==> config.mk <==
export PLATFORM = sky130hd
export DESIGN_NAME = config_block_loader_flat
export DESIGN_NICKNAME = d
export VERILOG_FILES = /design/src/rtl/config_block_loader_if.sv /design/src/rtl/config_block_loader.sv /design/src/flat_wrapper.sv
export SDC_FILE = /design/constraint.sdc
export NUM_CORES = 1
export LEC_CHECK = 0
export CAP_MARGIN = 20
export CORE_ASPECT_RATIO = 1.5
export CORE_MARGIN = 3
export CORE_UTILIZATION = 40
export DETAILED_ROUTE_END_ITERATION = 6
export PLACE_DENSITY = 0.64
export SLEW_MARGIN = 20
export SYNTH_ARGS = -nofsm -noshare
export SYNTH_HDL_FRONTEND = slang
export SYNTH_SLANG_ARGS = --single-unit
export TNS_END_PERCENT = 1
==> constraint.sdc <==
create_clock -name clk -period 2.4 [get_ports clk]
set_clock_uncertainty 0.05 [all_clocks]
set_input_delay 0.48 -clock clk [delete_from_list [all_inputs] [get_ports clk]]
set_output_delay 0.48 -clock clk [all_outputs]
set_load 0.02 [all_outputs]
==> src/rtl/config_block_loader_if.sv <==
// config_block_loader_if
//   Groups the serial bitstream handshake and the shared latch-bus signals
//   of the configuration loader.
//
//   Handshake (one rule for the whole interface): a bit on cfg_bit_in
//   transfers on a rising clk edge where cfg_bit_valid and cfg_bit_ready are
//   both high. The source must hold cfg_bit_in/cfg_bit_valid until that edge.
//   cfg_bit_ready never depends on cfg_bit_valid.
//
//   Signals:
//     cfg_start, cfg_abort        pass control (source -> loader)
//     cfg_bit_in, cfg_bit_valid   serial data, LSB of block 0 first
//     cfg_bit_ready               loader can take a bit this cycle
//     config_out[MEM_SIZE]        shared config bus to every latch block
//     comb_set[NUM_BLOCKS]        one-hot latch write enable
//     busy, done                  pass status
//
//   Modports: master = the loader, slave = the bitstream source / observer.
interface config_block_loader_if #(
  parameter int MEM_SIZE   = 16,
  parameter int NUM_BLOCKS = 8
);
  logic                  cfg_start;
  logic                  cfg_abort;
  logic                  cfg_bit_in;
  logic                  cfg_bit_valid;
  logic                  cfg_bit_ready;
  logic [MEM_SIZE-1:0]   config_out;
  logic [NUM_BLOCKS-1:0] comb_set;
  logic                  busy;
  logic                  done;

  modport master (
    input  cfg_start, cfg_abort, cfg_bit_in, cfg_bit_valid,
    output cfg_bit_ready, config_out, comb_set, busy, done
  );

  modport slave (
    output cfg_start, cfg_abort, cfg_bit_in, cfg_bit_valid,
    input  cfg_bit_ready, config_out, comb_set, busy, done
  );
endinterface

==> src/rtl/config_block_loader.sv <==
// config_block_loader
//   Write side of the block-style configuration interface. Collects a serial
//   bitstream into MEM_SIZE-bit words, drives each word onto the shared
//   config bus and writes it into one of NUM_BLOCKS level-sensitive latch
//   blocks with a one-cycle one-hot comb_set strobe, framed by one setup and
//   one hold cycle in which the bus is already/still stable.
//
//   Ports:
//     clk        single clock, all state updates on posedge
//     rst_n      asynchronous active-low reset
//     bus        config_block_loader_if.master (handshake + latch bus)
//     dbg_state  current FSM state (encoding = S_* localparams below)
module config_block_loader #(
  parameter int MEM_SIZE   = 16,
  parameter int NUM_BLOCKS = 8,
  parameter int IDX_BITS   = (NUM_BLOCKS > 1) ? $clog2(NUM_BLOCKS) : 1,
  parameter int CNT_BITS   = $clog2(MEM_SIZE + 1)
) (
  input  logic                   clk,
  input  logic                   rst_n,
  config_block_loader_if.master  bus,
  output logic [2:0]             dbg_state
);

  localparam logic [2:0] S_IDLE   = 3'd0;
  localparam logic [2:0] S_SHIFT  = 3'd1;
  localparam logic [2:0] S_SETUP  = 3'd2;
  localparam logic [2:0] S_STROBE = 3'd3;
  localparam logic [2:0] S_HOLD   = 3'd4;
  localparam logic [2:0] S_DONE   = 3'd5;

  localparam logic [IDX_BITS-1:0]   LAST_IDX = IDX_BITS'(NUM_BLOCKS - 1);
  localparam logic [CNT_BITS-1:0]   LAST_BIT = CNT_BITS'(MEM_SIZE - 1);
  localparam logic [NUM_BLOCKS-1:0] SET_ONE  = NUM_BLOCKS'(1);

  logic [2:0]            state;
  // Only the upper MEM_SIZE-1 bits need storage: the word is complete in
  // sreg_next on the edge that accepts the final bit.
  logic [MEM_SIZE-2:0]   sreg;
  logic [MEM_SIZE-1:0]   sreg_next;
  logic [MEM_SIZE-1:0]   config_q;
  logic [NUM_BLOCKS-1:0] set_q;
  logic [CNT_BITS-1:0]   count;
  logic [IDX_BITS-1:0]   index;
  logic                  accept;

  assign accept    = (state == S_SHIFT) && bus.cfg_bit_valid;
  assign sreg_next = {bus.cfg_bit_in, sreg};

  always_ff @(posedge clk or negedge rst_n) begin
    if (!rst_n) begin
      state    <= S_IDLE;
      sreg     <= '0;
      config_q <= '0;
      set_q    <= '0;
      count    <= '0;
      index    <= '0;
    end else if (bus.cfg_abort) begin
      // Abort outranks everything, including a start seen in IDLE. The bus
      // value is left alone; only the strobe is cut.
      state <= S_IDLE;
      set_q <= '0;
      count <= '0;
      index <= '0;
    end else begin
      case (state)
        S_IDLE: begin
          if (bus.cfg_start) begin
            state <= S_SHIFT;
            count <= '0;
            index <= '0;
          end
        end
        S_SHIFT: begin
          if (accept) begin
            sreg  <= sreg_next[MEM_SIZE-1:1];
            count <= count + CNT_BITS'(1);
            if (count == LAST_BIT) begin
              // Bus is loaded on entry to SETUP so it is already stable in
              // the cycle before the strobe, not just during it.
              config_q <= sreg_next;
              state    <= S_SETUP;
            end
          end
        end
        S_SETUP: begin
          set_q <= SET_ONE << index;
          state <= S_STROBE;
        end
        S_STROBE: begin
          set_q <= '0;
          state <= S_HOLD;
        end
        S_HOLD: begin
          if (index == LAST_IDX) begin
            state <= S_DONE;
          end else begin
            index <= index + IDX_BITS'(1);
            count <= '0;
            state <= S_SHIFT;
          end
        end
        S_DONE: begin
          index <= '0;
          state <= S_IDLE;
        end
        default: begin
          set_q <= '0;
          state <= S_IDLE;
        end
      endcase
    end
  end

  // Status outputs decode the state register directly, so they follow the
  // asynchronous reset without waiting for a clock.
  assign bus.cfg_bit_ready = (state == S_SHIFT);
  assign bus.busy          = (state != S_IDLE);
  assign bus.done          = (state == S_DONE);
  assign bus.config_out    = config_q;
  assign bus.comb_set      = set_q;
  assign dbg_state         = state;

endmodule

==> src/flat_wrapper.sv <==
// flat-port wrapper written by rule: the top's interface ports become plain ports
module config_block_loader_flat 
#(
  parameter int MEM_SIZE   = 16,
  parameter int NUM_BLOCKS = 8,
  parameter int IDX_BITS   = (NUM_BLOCKS > 1) ? $clog2(NUM_BLOCKS) : 1,
  parameter int CNT_BITS   = $clog2(MEM_SIZE + 1)
)
  (clk, rst_n, dbg_state, bus_cfg_start, bus_cfg_abort, bus_cfg_bit_in, bus_cfg_bit_valid, bus_cfg_bit_ready, bus_config_out, bus_comb_set, bus_busy, bus_done);
  config_block_loader_if #(.MEM_SIZE(MEM_SIZE), .NUM_BLOCKS(NUM_BLOCKS)) bus_i ();
  input  logic clk;
  input  logic rst_n;
  output logic [2:0] dbg_state;
  input wire logic [$bits(bus_i.cfg_start)-1:0] bus_cfg_start;
  input wire logic [$bits(bus_i.cfg_abort)-1:0] bus_cfg_abort;
  input wire logic [$bits(bus_i.cfg_bit_in)-1:0] bus_cfg_bit_in;
  input wire logic [$bits(bus_i.cfg_bit_valid)-1:0] bus_cfg_bit_valid;
  output wire logic [$bits(bus_i.cfg_bit_ready)-1:0] bus_cfg_bit_ready;
  output wire logic [$bits(bus_i.config_out)-1:0] bus_config_out;
  output wire logic [$bits(bus_i.comb_set)-1:0] bus_comb_set;
  output wire logic [$bits(bus_i.busy)-1:0] bus_busy;
  output wire logic [$bits(bus_i.done)-1:0] bus_done;
  assign bus_i.cfg_start = bus_cfg_start;
  assign bus_i.cfg_abort = bus_cfg_abort;
  assign bus_i.cfg_bit_in = bus_cfg_bit_in;
  assign bus_i.cfg_bit_valid = bus_cfg_bit_valid;
  assign bus_cfg_bit_ready = bus_i.cfg_bit_ready;
  assign bus_config_out = bus_i.config_out;
  assign bus_comb_set = bus_i.comb_set;
  assign bus_busy = bus_i.busy;
  assign bus_done = bus_i.done;
  config_block_loader #(.MEM_SIZE(MEM_SIZE), .NUM_BLOCKS(NUM_BLOCKS), .IDX_BITS(IDX_BITS), .CNT_BITS(CNT_BITS)) u_core (.clk(clk), .rst_n(rst_n), .bus(bus_i), .dbg_state(dbg_state));
endmodule
After elaboration in Yosys (flattened, before gate mapping)

Index checks and enable logic that the tools add are counted.
W data, S select, Z words.

Add/subtract/negate cells: 2
Eq/ne operators: 12
Shift operators: 1
Muxes and demuxes: 17
Bitwise logic cells: 1
Reductions and logical operators: 11

Operators by type and width:

| cell                  | number |
|---|---|
| $mux W3               | 8 |
| $mux W5               | 4 |
| $pmux W8 S2           | 1 |
| $pmux W3 S5           | 1 |
| $pmux W5 S3           | 1 |
| $eq A3 B3 Y1 const B  | 3 |
| $pmux W3 S3           | 1 |
| $reduce_and A3 Y1     | 3 |
| $mux W8               | 1 |
| $reduce_and A4 Y1     | 2 |
| $reduce_bool A4 Y1    | 2 |
| $shl A1 B3 Y8 const A | 1 |
| $eq A3 B2 Y1 const B  | 2 |
| $ne A3 B2 Y1 const B  | 2 |
| $ne A3 B3 Y1 const B  | 2 |
| $add A5 B1 Y5 const B | 1 |
| $eq A5 B4 Y1 const B  | 1 |
| $reduce_or A4 Y1      | 1 |
| $add A3 B1 Y3 const B | 1 |
| $eq A3 B1 Y1 const B  | 1 |
| $logic_not A3 Y1      | 1 |
| $reduce_bool A3 Y1    | 1 |
| $ne A2 B1 Y1 const B  | 1 |
| $logic_and A1 B1 Y1   | 1 |
| $not A1 Y1            | 1 |

Register bits: 50
Word-level logic and storage cells: 50

Depth between registers and ports, before layout

Word-level depth: 5
Depth in mapped cells: 7
Depth with buffers taken out: 7

Worst setup path after synthesis

OpenSTA, ideal clock, no wires.

Path type: register -> register
From: reg u_core.count[0]
To: reg u_core.config_q[10] (netlist: u_core.bus.config_out[10])
Setup time: 0.128 ns
Arrival: 1.649 ns
Required time: 2.222 ns
Path slack: 0.574 ns
Stages on the path, launching flop included: 8
Period minus slack after synthesis: 1.826 ns
Cells stage by stage: dfrtp_1 ha_1 and3_1 ha_1 nand2_1 nor2_4 buf_4 mux2_1

Longest elaborated chain between the ends: 2

Ends and longest elaborated chain:

| item                        | line                      | RTL |
|---|---|---|
| start, declared             | config_block_loader.sv:43 | `logic [CNT_BITS-1:0] count;` |
| start signal, assigned      | config_block_loader.sv:77 | `count <= count + CNT_BITS'(1);` |
| $eq A5 B4 Y1                | config_block_loader.sv:78 | `if (count == LAST_BIT) begin` |
| $reduce_and A4 Y1 (no line) | n/a                       |  |
| end signal, assigned        | config_block_loader.sv:81 | `config_q <= sreg_next;` |
| end, declared               | config_block_loader.sv:41 | `logic [MEM_SIZE-1:0] config_q;` |

Every way passes these cells.
A chain may end at the register's enable or synchronous reset.

Worst setup path after layout

From: reg u_core.state[1] (netlist: u_core.dbg_state[1])
To: out bus_busy

Longest elaborated chain between the ends: 1

Ends and longest elaborated chain:

| item                   | line                       | RTL |
|---|---|---|
| start, declared        | config_block_loader.sv:36  | `logic [2:0] state;` |
| start signal, assigned | config_block_loader.sv:52  | `state <= S_IDLE;` |
| start signal, assigned | config_block_loader.sv:61  | `state <= S_IDLE;` |
| start signal, assigned | config_block_loader.sv:69  | `state <= S_SHIFT;` |
| $reduce_bool A3 Y1     | config_block_loader.sv:118 | `assign bus.busy = (state != S_IDLE);` |
| end, declared          | flat_wrapper.sv:21         | `output wire logic [$bits(bus_i.busy)-1:0] bus_busy;` |

Every way passes these cells.

==> impl_metrics.prom <==
# TYPE chip_impl_metric gauge
chip_impl_metric{name="cts.sink_count",unit=""} 50
chip_impl_metric{name="synthesis.nets",unit=""} 196
chip_impl_metric{name="crit_arrival",unit="ns"} 1.80
chip_impl_metric{name="avgViaCountPerCell",unit=""} 5.120
chip_impl_metric{name="ctsHtreeMaxLevel",unit=""} 2
chip_impl_metric{name="final_layout_size_suffix_gt1_share",unit="%"} 8.482
chip_impl_metric{name="final.hold.worst_slack",unit="ns"} 0.006538
chip_impl_metric{name="comb_power_share",unit="%"} 7.2
chip_impl_info{name="cts_tree",value="yes"} 1
chip_impl_metric{name="synth_cell_type_count",unit=""} 39
chip_impl_metric{name="diodes",unit=""} 0
chip_impl_metric{name="die_width",unit="um"} 67.15
chip_impl_metric{name="cts_inserted_buffers",unit=""} 5
chip_impl_metric{name="groute.usage.overall",unit="%"} 14.14
chip_impl_metric{name="final.fill_count",unit=""} 493
chip_impl_metric{name="post-synth-top-area-fraction",unit="%"} 55.77
chip_impl_metric{name="die_y",unit="um"} 97.72
chip_impl_metric{name="power_per_cell_area",unit="nW/um^2"} 575.5
chip_impl_metric{name="mean_instance_size_in_the_synthesized_netlist",unit="um^2"} 12.33
chip_impl_metric{name="setup_tns",unit="ns"} 0
chip_impl_metric{name="share_clk_of_total_power",unit="%"} 36.0
chip_impl_metric{name="area_growth_syn_to_layout",unit="%"} 24.93
chip_impl_metric{name="fmax",unit="MHz"} 430.0
chip_impl_metric{name="grt_pass1_vias",unit=""} 1512
chip_impl_metric{name="fp-row-count",unit=""} 32
chip_impl_metric{name="routed-via-count",unit=""} 1495
chip_impl_metric{name="detailedPlace.worstSlack",unit="ns"} 0.2693
chip_impl_metric{name="proportion_of_register_bits_with_asynchronous_set_or_reset_after_synthesis",unit="%"} 100.0
chip_impl_metric{name="io-pin-count",unit=""} 36
chip_impl_metric{name="final_critical_path_setup_slack",unit="ns"} 0.07455
chip_impl_info{name="crit-reg2reg-capture",value="u_core.index[1]"} 1
chip_impl_metric{name="dp_hpwl",unit="um"} 2949
chip_impl_metric{name="p_leak",unit="nW"} 1.320
chip_impl_metric{name="worstSkewPairLatency",unit="ns"} 0.29
chip_impl_metric{name="ant_nets",unit=""} 0
chip_impl_metric{name="rr_worst_depth",unit=""} 6
chip_impl_metric{name="period_share",unit="%"} 96.89
chip_impl_metric{name="nNetsFinal",unit=""} 237
chip_impl_metric{name="setup-violations-final",unit=""} 0
chip_impl_metric{name="grt_max_degree",unit=""} 25
chip_impl_metric{name="yosysSeqAreaShare",unit="%"} 55.77
chip_impl_metric{name="die_area",unit="um^2"} 6561
chip_impl_metric{name="totalWireLength",unit="um"} 4167
chip_impl_info{name="yosysMostFrequentCell",value="dfrtp_1"} 1
chip_impl_metric{name="number_of_antenna_violations_at_the_first_check_in_global_routing",unit=""} 0
chip_impl_metric{name="p_seq_share",unit="%"} 56.9
chip_impl_info{name="timing.hold.worst.class",value="in2async"} 1
chip_impl_info{name="worst_setup_path_start_kind",value="flip-flop"} 1
chip_impl_metric{name="design.core.area",unit="um^2"} 5285
chip_impl_metric{name="max-vdd-ir-drop",unit="V"} 0.0004315
chip_impl_info{name="worstReg2RegStart",value="u_core.index[0]"} 1
chip_impl_metric{name="slew_viol_final",unit=""} 0
chip_impl_metric{name="post-cts-setup-buffers",unit=""} 0
chip_impl_metric{name="initial_drc_count",unit=""} 32
chip_impl_metric{name="synth.ff_latch_count",unit=""} 50
chip_impl_metric{name="worst_setup_hold_path_clk_slew",unit="ns"} 0.09
chip_impl_metric{name="drtPass1Iterations",unit=""} 4
chip_impl_metric{name="required",unit="ns"} 1.87
chip_impl_metric{name="cap_violations",unit=""} 0
chip_impl_metric{name="layout.cells.non_filler",unit=""} 292
chip_impl_metric{name="post_synth_instance_area",unit="um^2"} 2243
chip_impl_metric{name="final-hold-violation-count",unit=""} 0
chip_impl_metric{name="overflow",unit=""} 0
chip_impl_metric{name="drcViolationCount",unit=""} 0
chip_impl_info{name="ordered_cell_list_for_the_critical_path",value="or3_1 > clkdlybuf4s50_1"} 1
chip_impl_metric{name="post_drt_wl_per_cell",unit="um"} 14.27
chip_impl_metric{name="finalWorstPathRequiredPeriod",unit="ns"} 2.325
chip_impl_metric{name="post-layout-total-power",unit="W"} 0.001613
chip_impl_metric{name="critical_path.max_fanout",unit=""} 7
chip_impl_metric{name="power_report.internal_total",unit="W"} 0.001249
chip_impl_metric{name="switching_power",unit="W"} 0.0003642
chip_impl_metric{name="synth-edff-count",unit=""} 0
chip_impl_metric{name="initial_cell_density_of_the_core",unit="%"} 42.45
chip_impl_metric{name="dp.cells",unit=""} 284
chip_impl_metric{name="ys.warnings.count",unit=""} 0
chip_impl_info{name="yosysTopAreaCell",value="dfrtp_1"} 1
chip_impl_info{name="setup.worst_path.end_class",value="output pin"} 1
chip_impl_info{name="synthTopCellsByArea",value="dfrtp_1 (56%), mux2_1 (16%), ha_1 (4.5%)"} 1
chip_impl_metric{name="rrSetupSlack",unit="ns"} 0.47
chip_impl_metric{name="post_cts_hold_fix_bufs",unit=""} 0
chip_impl_info{name="synth_flop_cell",value="dfrtp_1"} 1
chip_impl_metric{name="grt_first_pass_wirelength",unit="um"} 7245
chip_impl_info{name="synth.cells.most_frequent",value="dfrtp_1 (50), mux2_1 (31), a21oi_1 (12), nor2_1 (12), ha_1 (8)"} 1
chip_impl_metric{name="postSynthCellCount",unit=""} 182
chip_impl_metric{name="max-slew-margin-rel",unit="%"} 71.26
chip_impl_metric{name="cp_slowest_stage_delay",unit="ns"} 0.57
chip_impl_metric{name="worst-slew-pin-transition",unit="ns"} 0.4278
chip_impl_info{name="critical-path-slowest-cell",value="clkdlybuf4s50_1"} 1
chip_impl_info{name="root_buffer",value="clkbuf_8"} 1
chip_impl_metric{name="clock_tree.buffer_depth",unit=""} 2
chip_impl_metric{name="gpl.final_weighted_congestion",unit=""} 0.7483
chip_impl_info{name="grt_setup_unrepaired",value="no"} 1
chip_impl_metric{name="port_buffers",unit=""} 35
chip_impl_metric{name="switching_power_as_a_share_of_total_power",unit="%"} 22.58
chip_impl_info{name="timing.setup.critical_path_class",value="reg2out"} 1
chip_impl_info{name="status",value="finished, final reports clean"} 1
-- critical path: cells and delay by family (launching register included) --
family,cells,cell delay [ns]
simple gates,1,0.44
flops,1,0.49
buf+inv,1,0.57
-- metal layers --
metal	global-route usage, %	wire [um]
met5	0	0
met4	4.688	65
met3	3.125	164
met2	23.33	2120
met1	17.96	1816
-- metrics by stage --
stage / area (um^2) / utilization (%)
finish: 2803 / 53.03
global route: 2803 / 53.03
global placement: 2691 / 50.92
detailed placement: 2691 / 50.92
CTS: 2801 / 53.01
floorplan: 2243 / -
-- flip-flops by register name, summed over array words and instances, names as in the netlist --
register / count
u_core.bus.config_out: 16
u_core.sreg: 15
u_core.dbg_state: 3
u_core.count: 5
u_core.index: 3
u_core.bus.comb_set: 8
-- layout make-up --
cell class	count	area (um^2)	area share, %
Sequential cell	50	1252	44.69
Clock inverter	2	37.54	1.339
Clock buffer	6	72.57	2.589
Tap cell	68	85.08	3.036
Multi-Input combinational cell	119	930.9	33.21
Inverter	6	22.52	0.8036
Timing Repair Buffer	41	401.6	14.33
-- power by group through the flow --
stage	sequential, W	combinational [W]	clock (W)
global placement	0.000934	0.000115	0
global route	0.000928	0.000132	0.000629
detailed placement	0.000936	0.000118	0
finish	0.000917	0.000116	0.000580
CTS	0.000919	0.000119	0.000606
floorplan	0.000924	0.0000660	0
-- kinds of logic (layout without fill, tap and decap cells) --
logic type      count (synthesis)  count (layout)  synth area share [%]
simple gates                   53              53                 14.22
buf+inv                        13              55                 2.789
compound gates                 27              27                 7.195
fa+ha+maj                       8               8                 4.462
mux                            31              31                 15.56
flops                          50              50                 55.77
-- what timing repair did --
item / CTS / global route
pin swaps: 0 / 0
gates resized for setup: 2 / 1
endpoints found under the setup margin: 1 / 1
-- worst max-delay path by stage --
stage	from	to	slack (ns)	cells after the start
after global routing	u_core.dbg_state[1]	bus_cfg_bit_ready	0.03	2
final	u_core.dbg_state[1]	bus_busy	0.07	2
after global placement	bus_cfg_abort	u_core.sreg[7]	0.29	4
after detailed placement	bus_cfg_abort	u_core.sreg[1]	0.27	4
after floorplan	u_core.count[0]	u_core.bus.config_out[10]	0.57	7
after CTS	u_core.dbg_state[1]	bus_cfg_bit_ready	0.07	2
-- cell usage in the layout, fill, tap and decap left out, types with 2 or more instances in the layout --
cell type / n
and2_1: 2
nand2b_1: 5
clkbuf_8: 5
o21ai_0: 4
clkdlybuf4s50_1: 33
dfrtp_1: 49
inv_1: 6
nand3_1: 3
mux2_1: 31
a21oi_1: 12
and2b_1: 2
nor3_1: 2
a31oi_1: 2
nor2_1: 12
ha_1: 8
or4_1: 3
or3_1: 2
nor2b_1: 7
buf_4: 5
nand2_1: 6
Power figures use the tool's default switching activity.
